<file path="src/rtl/boolean_bist.sv">
// On-chip truth-table exerciser for a 3-input/1-output combinational block.
// Walks {a,b,c} through 000..111, samples f after a settle period, and reports mismatches.
module boolean_bist #(
  parameter logic [7:0]  EXPECTED = 8'b0000_0100,
  parameter int unsigned SETTLE   = 2
) (
  input  logic       clk,
  input  logic       reset,
  input  logic       start,
  output logic       a,
  output logic       b,
  output logic       c,
  input  logic       f,
  output logic       busy,
  output logic       done,
  output logic       pass,
  output logic [3:0] fail_count,
  output logic       first_fail_valid,
  output logic [2:0] first_fail_vec,
  output logic [7:0] observed
);

  typedef enum logic [1:0] {IDLE, RUN, DONE} state_t;

  localparam logic [7:0] SETTLE_C = 8'(SETTLE);

  state_t     state_q, state_d;
  logic [2:0] v_q, v_d;
  logic [7:0] hc_q, hc_d;
  logic [2:0] abc_q, abc_d;
  logic       busy_q, busy_d;
  logic       done_q, done_d;
  logic       pass_q, pass_d;
  logic [3:0] fail_count_q, fail_count_d;
  logic       ffv_q, ffv_d;
  logic [2:0] ffvec_q, ffvec_d;
  logic [7:0] observed_q, observed_d;

  logic [7:0] obs_upd;
  logic       mismatch;

  always_comb begin
    state_d      = state_q;
    v_d          = v_q;
    hc_d         = hc_q;
    abc_d        = abc_q;
    busy_d       = busy_q;
    done_d       = done_q;
    pass_d       = pass_q;
    fail_count_d = fail_count_q;
    ffv_d        = ffv_q;
    ffvec_d      = ffvec_q;
    observed_d   = observed_q;

    // Table as it will look once the current vector's sample lands; pass uses this
    // so the vector-7 sample taken on the final edge is included.
    obs_upd       = observed_q;
    obs_upd[v_q]  = f;
    mismatch      = (f != EXPECTED[v_q]);

    unique case (state_q)
      IDLE, DONE: begin
        if (start) begin
          state_d      = RUN;
          v_d          = 3'd0;
          hc_d         = 8'd0;
          abc_d        = 3'd0;
          busy_d       = 1'b1;
          done_d       = 1'b0;
          pass_d       = 1'b0;
          fail_count_d = 4'd0;
          ffv_d        = 1'b0;
          ffvec_d      = 3'd0;
          observed_d   = 8'd0;
        end
      end
      RUN: begin
        if (hc_q != SETTLE_C) begin
          hc_d = hc_q + 8'd1;
        end else begin
          observed_d = obs_upd;
          if (mismatch) begin
            fail_count_d = fail_count_q + 4'd1;
            if (!ffv_q) begin
              ffv_d   = 1'b1;
              ffvec_d = v_q;
            end
          end
          if (v_q != 3'd7) begin
            v_d   = v_q + 3'd1;
            hc_d  = 8'd0;
            abc_d = v_q + 3'd1;
          end else begin
            state_d = DONE;
            v_d     = 3'd0;
            hc_d    = 8'd0;
            abc_d   = 3'd0;
            busy_d  = 1'b0;
            done_d  = 1'b1;
            pass_d  = (obs_upd == EXPECTED);
          end
        end
      end
      default: state_d = IDLE;
    endcase
  end

  always_ff @(posedge clk) begin
    if (reset) begin
      state_q      <= IDLE;
      v_q          <= 3'd0;
      hc_q         <= 8'd0;
      abc_q        <= 3'd0;
      busy_q       <= 1'b0;
      done_q       <= 1'b0;
      pass_q       <= 1'b0;
      fail_count_q <= 4'd0;
      ffv_q        <= 1'b0;
      ffvec_q      <= 3'd0;
      observed_q   <= 8'd0;
    end else begin
      state_q      <= state_d;
      v_q          <= v_d;
      hc_q         <= hc_d;
      abc_q        <= abc_d;
      busy_q       <= busy_d;
      done_q       <= done_d;
      pass_q       <= pass_d;
      fail_count_q <= fail_count_d;
      ffv_q        <= ffv_d;
      ffvec_q      <= ffvec_d;
      observed_q   <= observed_d;
    end
  end

  assign {a, b, c}        = abc_q;
  assign busy             = busy_q;
  assign done             = done_q;
  assign pass             = pass_q;
  assign fail_count       = fail_count_q;
  assign first_fail_valid = ffv_q;
  assign first_fail_vec   = ffvec_q;
  assign observed         = observed_q;

endmodule

</file>
<file path="config.mk">
export PLATFORM = sky130hd
export DESIGN_NAME = boolean_bist
export DESIGN_NICKNAME = d
export VERILOG_FILES = /design/src/rtl/boolean_bist.sv
export SDC_FILE = /design/constraint.sdc
export NUM_CORES = 1
export LEC_CHECK = 0
export CAP_MARGIN = 20
export CORE_UTILIZATION = 30
export DETAILED_ROUTE_END_ITERATION = 7
export GPL_TIMING_DRIVEN = 1
export SYNTH_ARGS = -nofsm -noshare
export SYNTH_HDL_FRONTEND = slang
export SYNTH_SLANG_ARGS = --single-unit
</file>
<file path="constraint.sdc">
create_clock -name clk -period 2.8 [get_ports clk]
set_input_delay 0.56 -clock clk [delete_from_list [all_inputs] [get_ports clk]]
set_output_delay 0.56 -clock clk [all_outputs]
set_load 0.02 [all_outputs]
</file>
* Yosys cells after proc, flatten, opt, wreduce, memory -nomap -nowiden
Memories as Yosys holds them, arrays and structs flattened. A register that Yosys moved wholly into a read port is not among the register bits.
Cells that the tools add are included.
** Word-level totals
- Bits in registers :: 32
- Bits in read-only memories :: 8
- Input bits :: 4
- Output and inout bits :: 22
- Word-level logic and storage cells :: 78
- Memories :: 1
** Memory list
- (no name shown) :: words 8, bits a word 1, rd ports 1, clocked after Yosys merged registers in 1, wr ports 0, RTL line 59 : mismatch = (f != EXPECTED[v_q]);
** Operators by class
- Add/subtract/negate cells :: 3
- $lt $le $gt $ge :: 2
- Eq/ne operators :: 11
- Muxes and demuxes :: 41
- Reductions and logical operators :: 10
** Operators by type and width (count)
- case mux 8 bit (2 select lines) :: 2
- two-way mux 3 bit :: 8
- two-way mux 8 bit :: 3
- two-way mux 1 bit :: 12
- two-way mux 4 bit :: 3
- case mux 3 bit (2 select lines) :: 2
- inequality test 2 bit, second input constant :: 5
- adder 8 x 1 -> 8 bit, second input constant :: 1
- bitwise mux 8 bit :: 1
- equality test 8 x 3 -> 1 bit, second input constant :: 1
- inequality test 8 x 2 -> 1 bit, second input constant :: 1
- case mux 1 bit (2 select lines) :: 4
- case mux 4 bit (2 select lines) :: 1
- AND reduction 4 bit :: 2
- two-way mux 2 bit :: 3
- AND reduction 3 bit :: 2
- AND reduction 5 bit :: 1
- adder 4 x 1 -> 4 bit, second input constant :: 1
- less-than comparator 3 x 4 -> 1 bit, second input constant :: 1
- case mux 2 bit (2 select lines) :: 1
- adder 3 x 1 -> 3 bit, second input constant :: 1
- demux 1 bit (select 3 bit) :: 1
- >= comparator 3 x 1 -> 1 bit, second input constant :: 1
- inequality test 3 bit, second input constant :: 1
- other kinds (8) :: 8

* Longest topological paths before layout
Gate-level depths: netlist of the first run.
- Word-level depth :: 9
- Mapped depth :: 9

* Worst setup path after synthesis of the first run
No wires, ideal clock.
- Path type :: register to register
- Start :: register hc_q[0]
- End :: register observed_q[3] (netlist: observed[3])
- Arrival time :: 2.044 ns
- Path slack :: 0.624 ns
- Stages on the path, launching flop included :: 9
- Path buffers :: 2
- Period minus slack after synthesis :: 2.176 ns
- Cell sequence :: dfxtp_1 -> inv_1 -> ha_1 -> or4b_1 -> buf_2 -> or3_2 -> clkbuf_1 -> o311ai_0 -> a21oi_1
** On the way
- Longest elaborated chain between the ends :: 3
** Ends and longest elaborated chain
- start: declaration :: RTL line 29 : logic [7:0] hc_q, hc_d;
- start signal: assignment :: RTL line 112 : hc_q <= 8'd0;
- start signal: assignment :: RTL line 124 : hc_q <= hc_d;
- inequality test 8 x 2 -> 1 bit :: RTL line 78 : if (hc_q != SETTLE_C) begin
- inequality test 2 bit (no source line)
- AND reduction 3 bit (no source line)
- end signal: assignment :: RTL line 132 : observed_q <= observed_d;
- end: declaration :: RTL line 37 : logic [7:0] observed_q, observed_d;
Every way passes these cells.
A chain may end at the register's enable or synchronous reset.

* Final worst setup path of the first run
- Start :: register hc_q[0]
- End :: register fail_count_q[2] (netlist: fail_count[2])
** On the way
- Longest elaborated chain between the ends :: 3
** Ends and longest elaborated chain
- inequality test 8 x 2 -> 1 bit :: RTL line 78
- inequality test 2 bit (no source line)
- AND reduction 4 bit (no source line)
- end signal: assignment :: RTL line 129 : fail_count_q <= fail_count_d;
- end: declaration :: RTL line 34 : logic [3:0] fail_count_q, fail_count_d;
Every way passes these cells.

==> results of run 1 <==
Yosys cell counts, types with 4 or more instances:
master / count
o21ai_0: 13
nand3_1: 5
nor2b_1: 5
nand2_1: 14
clkbuf_1: 12
nor2_1: 28
dfxtp_1: 33
a22oi_1: 4
a21oi_1: 22
ha_1: 5
nor3_1: 7
nand4_1: 4
nor4_1: 4
worst max-delay path, stage by stage (launching register included):
cell	delay, ns
dfxtp_1	0.34
inv_1	0.07
ha_1	0.13
or4b_1	0.59
or4b_4	0.61
or3b_1	0.38
a21oi_1	0.13
flip-flops by register name (all words and copies together), names as in the netlist, named ones only:
register / cells
pass: 1
state_q: 2
busy: 1
observed: 8
first_fail_vec: 3
first_fail_valid: 1
abc_q: 3
done: 1
fail_count: 4
hc_q: 8
final timing paths:
| path | to | from | cells past startpoint |
|---|---|---|---|
| worst max-delay path | fail_count[2]$_SDFFE_PP0P_ | hc_q[0]$_SDFFE_PP0P_ | 6 |
| worst min-delay path | done$_SDFFE_PP0P_ | done$_SDFFE_PP0P_ | 2 |
| worst max register to register | fail_count[2]$_SDFFE_PP0P_ | hc_q[0]$_SDFFE_PP0P_ | 6 |
| worst min register to register | done$_SDFFE_PP0P_ | done$_SDFFE_PP0P_ | 2 |
per-layer routing:
metal | track usage (%) | up-vias | routed length, µm
li1 | - | 822 | -
met1 | 21.1 | 753 | 2170
met2 | 23.1 | 34 | 1800
met3 | 4.40 | 2 | 200
met4 | 7.36 | 0 | 55
met5 | 0 | - | 0
area by class of cell:
class,count,share of cell area [%]
Clock buffer,7,4.07
Sequential cell,33,31.2
Multi-Input combinational cell,160,45.9
Timing Repair Buffer,32,14.3
Tap cell,72,4.25
Inverter,2,0.354
power groups by stage:
stage	sequential (mW)	combinational (mW)	clock, mW
global placement	0.492	0.0920	0
finish	0.482	0.0925	0.365
CTS	0.482	0.0928	0.381
detailed placement	0.492	0.0923	0
floorplan	0.494	0.0607	0
global route	0.482	0.105	0.398
cell families after synthesis:
kind of cell             Yosys count  synth area share, %
multiplexers                       1                0.662
AO/OA/AOI/OAI                     60                 22.3
XOR/XNOR                           4                 2.06
buffers and inverters             17                 3.97
flip-flops                        33                 38.8
adder cells (fa/ha/maj)            5                 3.68
AND/OR/NAND/NOR                   90                 28.5
stage by stage:
stage	power (mW)	util (%)	setup slack, ns	instance area, µm²
finish	0.939	38.8	0.478	2120
global route	0.985	38.8	0.303	2120
CTS	0.955	38.8	0.479	2120
detailed placement	0.585	37.2	0.218	2030
global placement	0.584	37.2	0.269	2030
floorplan	0.554	-	0.624	1700
cell usage in the layout, fill, tap and decap left out, drive strengths merged, types with 7 or more instances in the layout:
cell type,count
nor2,28
o21ai,14
clkbuf,7
buf,7
nand2,14
clkdlybuf4s50,25
dfxtp,33
a21oi,22
nor3,8
==> impl_metrics.toml, run 1 <==
[clock_network]
ctsResizeCount = 0
clk_pin_slew_ns = 0.07
cts_buffers = 5
clock_sinks = 33
cts-hold-fix-buffers = 0
postCtsSetupRepairBufs = 0
cts.htree.levels = 2
clkLatencyLatePin_ns = 0.29
cts_tree = "yes"
cts_root_buf = "clkbuf_8"
cts_max_path_buffers = 2

[finish]
layout.cells.non_filler = 306
area_growth_pct = 24.6
multi_input_area_um2 = 973
drive_gt1_share_pct = 8.55
nNetsFinal = 243
layout.area.seq_um2 = 661
antenna_cells = 0
nFillCells = 595

[grt]
track_usage_pct = 15.8
grt_pass1_wl_um = 7420
antenna_found_initial = 0
grt_overflow = 0
grt_max_degree = 29
grt_pass1_vias = 1516

[die]
fp-row-count = 27
core-area_mm2 = 0.00547
die_w_um = 77.3
dieArea_mm2 = 0.00598
start_util_pct = 31.1
fp.dieH_um = 77.3
io_pins = 26

[drt]
routed_wl_um = 4220
postRouteAntennaNets = 0
wire_per_inst_um = 13.8
drcViolationCount = 0
drt-pass1-iter-count = 4
drtIter0Drc = 72
num_vias = 1611
via_per_inst = 5.26

[sta]
worst_pin_slew_ns = 0.509
post-route-min-period_ns = 2.32
setup_viol = 0
hold_viol = 0
max_slew_margin_pct = 65.9
hold_slack_ns = 0.465
finalCritPeriodShare_pct = 82.9
clock_skew_ns = 0.00735
finalSetupTns_ns = 0
rsz0062_at_grt = "no"
fmax_mhz = 431
slew_viol_final = 0

[logic_synthesis]
synthCells = 210
synthArstFlopShare_pct = 0
yosysWarnings = 0
synth_top_area_cell = "dfxtp_1"
yosysSeqAreaShare_pct = 38.8
synth_edf_count = 0
synth_top_area_share_pct = 38.8
syn_area_mm2 = 0.00170
synth_flop_cell = "dfxtp_1"
syn_avg_cell_area_um2 = 8.10
synthTopCellsByArea = "dfxtp_1 39%, a21oi_1 6.5%, nor2_1 6.2%"
synth_nets = 219
synth_cell_types = 49
ys_ff_latch = 33

[pwr]
max-vdd-ir-drop_mv = 0.211
seq_power_share_pct = 51.3
power.leakage_nw = 0.743
p_clk_share_pct = 38.9
p_comb_share_pct = 9.8
internal-power_uw = 702
power.density_mw_per_mm2 = 443
swShare_pct = 25.2
power.switching_uw = 237

[status]
status = "complete, no violations"

[critical_path]
required_ns = 3.02
r2r_slack_ns = 0.48
critPathKind = "reg2reg"
end_kind = "register"
crit_fanout = 8
arrival_ns = 2.54
cp-start-kind = "register"

[hold_path]
hold_class = "reg2reg"

[placement]
port_buffers = 25
placedCellCount = 299
gp_congestion = 0.780
dp_hpwl_um = 2900

[job]
cap_violations = 0
(Power assumes the default switching activity.)
==> run 2, diff against run 1 <==
==> constraint.sdc (replaced) <==
create_clock -name clk -period 2.2 [get_ports clk]
set_input_delay 0.44 -clock clk [delete_from_list [all_inputs] [get_ports clk]]
set_output_delay 0.44 -clock clk [all_outputs]
set_load 0.02 [all_outputs]
==> run 2 against run 1 <==
Combinational power grew 68%; critical endpoint unchanged; utilization is 3.5 points higher; first-iteration DRC count stayed put; sequential power grew 27%; highest routed layer unchanged.
==> impl_metrics.toml, run 2 (synthesis results as in run 1) <==
[sta]
fmax_mhz = 461
worst_slack_ns = 0.0291
clock_skew_ns = 0.00526
hold_slack_ns = 0.459
max_slew_margin_pct = 66.7
post-route-min-period_ns = 2.17
finalSetupTns_ns = 0
worst_pin_slew_ns = 0.499
setup_viol = 0
finalCritPeriodShare_pct = 98.7
hold_viol = 0
rsz0062_at_grt = "yes"
slew_viol_final = 0

[die]
core-area_mm2 = 0.00547
die_w_um = 77.3
dieArea_mm2 = 0.00598
io_pins = 26
start_util_pct = 31.1
fp.dieH_um = 77.3
fp-row-count = 27

[finish]
layout.area.seq_um2 = 661
area_growth_pct = 36.0
most-common-layout-cells = "33 x dfxtp_1, 27 x buf_4, 26 x nor2_1"
stdcell_area_mm2 = 0.00231
final_util_pct = 42.3
nNetsFinal = 264
nFillCells = 577
layout.cells.non_filler = 327
antenna_cells = 0
layout_commonest_cell = "dfxtp_1"
multi_input_area_mm2 = 0.00100
drive_gt1_share_pct = 18.8

[critical_path]
crit_path_start = "hc_q[0]$_SDFFE_PP0P_"
crit_path_cell_trace = "inv_1, ha_1, or4b_4, or4b_4, or3b_4, a21oi_2"
rr_endpoint = "fail_count[2]$_SDFFE_PP0P_"
path_delay_family = "simple AND/OR/NAND/NOR gates"
worstRegToRegCells = 6
critPathKind = "reg2reg"
crit_slowest_cell = "or4b_4"
worstReg2RegStart = "hc_q[0]$_SDFFE_PP0P_"
cp-start-kind = "register"
critPathBufInv = 1
arrival_ns = 2.40
crit_fanout = 6
r2r_slack_ns = 0.03
required_ns = 2.43
worst_path_most_repeated_cell = "or4b_4"
end_kind = "register"
critical_path.max_stage_delay_ns = 0.54

[pwr]
power.total_mw = 1.23
power.leakage_nw = 0.865
power.density_mw_per_mm2 = 532
max-vdd-ir-drop_mv = 0.237

[clock_network]
cts-hold-fix-buffers = 0
cts_root_buf = "clkbuf_8"
cts_tree = "yes"
cts_buffers = 5
clkLatencyLatePin_ns = 0.29
cts_max_path_buffers = 2
clock_sinks = 33
cts.htree.levels = 2
clk_pin_slew_ns = 0.06

[drt]
drtIter0Drc = 72
routed_wl_um = 4460
num_vias = 1715
via_per_inst = 5.24
drt-pass1-iter-count = 4
drcViolationCount = 0
postRouteAntennaNets = 0
wire_per_inst_um = 13.6

[grt]
grt_pass1_wl_um = 7890
grt_max_degree = 18
antenna_found_initial = 0
grt_overflow = 0
track_usage_pct = 16.4
grt_pass1_vias = 1660

[placement]
gp_congestion = 0.819
placedCellCount = 319
dp_hpwl_um = 3140
port_buffers = 25
place_ws_ns = -0.270
dpl_cell_area_mm2 = 0.00218

[hold_path]
hp-start = "done$_SDFFE_PP0P_"
min_path_cells = 2
hold_class = "reg2reg"
holdPathEnd = "done$_SDFFE_PP0P_"

[job]
cap_violations = 0

[status]
status = "complete, no violations"
-- run 2: power by group --
group          internal [mW]  leakage (nW)  switching (mW)
clock network          0.248        0.0443           0.219
registers              0.605         0.267         0.00576
logic                 0.0663         0.554          0.0884
-- run 2: worst max-delay path by stage --
stage	endpoint	slack, ns	depth (start not counted)
6_report	fail_count[2]$_SDFFE_PP0P_	0.03	6
5_1_grt	fail_count[3]$_SDFFE_PP0P_	-0.03	6
4_1_cts	fail_count[2]$_SDFFE_PP0P_	0.02	6
3_5_place_dp	pass$_SDFFE_PP0P_	-0.27	6
3_3_place_gp	pass$_SDFFE_PP0P_	-0.23	6
2_1_floorplan	observed[3]$_SDFFE_PP0P_	0.02	8
-- run 2: repair_timing --
| item | CTS | global route |
|---|---|---|
| pin swaps | 0 | 1 |
| gates resized for setup | 1 | 11 |
| buffers inserted | 0 | 1 |
| setup endpoints to repair | 6 | 10 |
-- run 2: layout make-up --
type / count / area share (%)
inverters: 2 / 0.324
well taps: 72 / 3.89
repair buffers: 53 / 20.2
clock buffers: 7 / 3.73
multi-input cells: 160 / 43.4
flip-flops and latches: 33 / 28.5
-- run 2: metal layers --
layer | GRT usage (%) | share of wire (%) | vias to the layer above
met5 | 0 | 0 | -
met4 | 7.55 | 2.1 | 0
met3 | 3.81 | 3.9 | 8
met2 | 24.2 | 43 | 36
met1 | 22.3 | 51 | 810
li1 | - | - | 861
-- run 2: worst reg2reg max path, delay by kind of cell, from the launching register on --
kind / cells / cell delay (ns)
compound gates: 1 / 0.13
fa+ha+maj: 1 / 0.15
buf+inv: 1 / 0.05
flops: 1 / 0.31
simple gates: 3 / 1.49
==> run 3, diff against run 2 <==
--- a/config.mk
+++ b/config.mk
@@ -6,9 +6,11 @@
 export NUM_CORES = 1
 export LEC_CHECK = 0
 export CAP_MARGIN = 20
+export CORE_MARGIN = 2
 export CORE_UTILIZATION = 30
 export DETAILED_ROUTE_END_ITERATION = 7
 export GPL_TIMING_DRIVEN = 1
+export PLACE_DENSITY = 0.52
 export SYNTH_ARGS = -nofsm -noshare
 export SYNTH_HDL_FRONTEND = slang
 export SYNTH_SLANG_ARGS = --single-unit
==> run 3 against run 2 <==
Non-clock buffer count is 1 lower; via count is 0.23% lower; worst setup slack improved by 0.035 ns; register-to-register slack better by 0.03 ns; routed wire length is 1.7% higher; utilization is 0.21 points lower; clock-buffer cell count unchanged; largest cell class unchanged.
==> impl_metrics.toml, run 3 (synthesis results as in run 1) <==
[die]
fp-row-count = 27
start_util_pct = 30.9
fp.dieH_um = 79.3
io_pins = 26
die_w_um = 79.3
core-area_mm2 = 0.00551
dieArea_mm2 = 0.00629

[drt]
num_vias = 1711
routed_wl_um = 4530
drcViolationCount = 0
drtIter0Drc = 45
wire_per_inst_um = 13.9
drt-pass1-iter-count = 4
postRouteAntennaNets = 0
via_per_inst = 5.23

[finish]
stdcell_area_mm2 = 0.00232
layout_commonest_cell = "dfxtp_1"
nNetsFinal = 263
most-common-layout-cells = "32 x dfxtp_1, 27 x nor2_1, 26 x buf_4"
antenna_cells = 0
drive_gt1_share_pct = 19.2
final_util_pct = 42.1
area_growth_pct = 36.2
nFillCells = 552

[pwr]
power.leakage_nw = 0.858
p_clk_share_pct = 40.3
seq_power_share_pct = 47.6
power.density_mw_per_mm2 = 554
max-vdd-ir-drop_mv = 0.424
internal-power_uw = 955
swShare_pct = 25.6
p_comb_share_pct = 12.1
power.switching_uw = 329

[grt]
grt_pass1_vias = 1558
track_usage_pct = 15.6
grt_overflow = 0
grt_pass1_wl_um = 7680
antenna_found_initial = 0
grt_max_degree = 34

[placement]
port_buffers = 25
dpl_cell_area_mm2 = 0.00220
dp_hpwl_um = 3180
place_ws_ns = -0.171
gp_congestion = 0.778

[sta]
slew_viol_final = 0
max_slew_margin_pct = 71.8
hold_slack_ns = 0.458
fmax_mhz = 468
hold_viol = 0
rsz0062_at_grt = "yes"
setup_viol = 0
worst_slack_ns = 0.0636
post-route-min-period_ns = 2.14
clock_skew_ns = 0.0105
finalCritPeriodShare_pct = 97.1
worst_pin_slew_ns = 0.423

[clock_network]
cts_max_path_buffers = 2
cts_buffers = 5
clkLatencyLatePin_ns = 0.29
cts-hold-fix-buffers = 0
clock_sinks = 33
postCtsSetupRepairBufs = 0
cts_tree = "yes"
cts.htree.levels = 2
clk_pin_slew_ns = 0.07
cts_root_buf = "clkbuf_8"

[critical_path]
required_ns = 2.43
worst_path_most_repeated_cell = "or4b_4"
cp-start-kind = "register"
critical_path.max_stage_delay_ns = 0.55
critPathKind = "reg2reg"
crit_slowest_cell = "or4b_4"
crit_path_cell_trace = "inv_2, ha_2, or4b_4, or4b_4, or3b_1, a21oi_2"
arrival_ns = 2.37
end_kind = "register"
worstRegToRegCells = 6
crit_fanout = 6

[job]
cap_violations = 0

[status]
status = "complete, no violations"

[hold_path]
min_path_cells = 2
hold_class = "reg2reg"
run 3: layout make-up:
| class | instances | area (µm²) | share of cell area, % |
|---|---|---|---|
| multi-input combinational | 160 | 991 | 42.8 |
| sequential | 33 | 662 | 28.6 |
| timing repair buffer | 52 | 465 | 20.1 |
| clock buffer | 7 | 96.3 | 4.16 |
| tap | 72 | 90.1 | 3.89 |
| inverter | 2 | 7.51 | 0.324 |
| clock inverter | 1 | 5.00 | 0.216 |
run 3: repair_timing:
item / 4_1_cts / 5_1_grt
hold endpoints to repair: 0 / 0
gates cloned: 0 / 0
gates resized for setup: 1 / 10
pin swaps: 0 / 4
setup endpoints to repair: 6 / 12
run 3: stage by stage:
step / instances / power, mW / setup TNS [ns]
3_5_place_dp: 319 / 0.776 / -0.964
2_1_floorplan: 210 / 0.706 / 0
4_1_cts: 327 / 1.29 / 0
5_1_grt: 327 / 1.35 / -0.0373
3_3_place_gp: 319 / 0.776 / -0.629
6_report: 327 / 1.28 / 0
run 3: layer usage:
layer | vias to the layer above | share of wire, % | track usage, %
met4 | 0 | 1.0 | 4.14
met2 | 48 | 43 | 22.6
met1 | 795 | 51 | 22.4
li1 | 864 | - | -
met5 | - | 0 | 0
met3 | 4 | 5.5 | 4.66
run 3: final timing paths:
kind | from | end | slack [ns]
max | hc_q[0]$_SDFFE_PP0P_ | fail_count[2]$_SDFFE_PP0P_ | 0.06
min | done$_SDFFE_PP0P_ | done$_SDFFE_PP0P_ | 0.46
min reg2reg | done$_SDFFE_PP0P_ | done$_SDFFE_PP0P_ | 0.46
max reg2reg | hc_q[0]$_SDFFE_PP0P_ | fail_count[2]$_SDFFE_PP0P_ | 0.06
run 3: power by group through the flow:
stage | Sequential, mW | Combinational, mW | Clock (mW)
CTS | 0.611 | 0.154 | 0.529
floorplan | 0.628 | 0.0773 | 0
global route | 0.613 | 0.172 | 0.567
global placement | 0.624 | 0.152 | 0
finish | 0.611 | 0.156 | 0.517
detailed placement | 0.624 | 0.152 | 0
run 3: worst max-delay path: cells and delay by family, from the launching register on:
kind	cells	cell delay, ns
flip-flops	1	0.33
AND/OR/NAND/NOR	3	1.44
adder cells (fa/ha/maj)	1	0.15
AO/OA/AOI/OAI	1	0.12
buffers and inverters	1	0.04
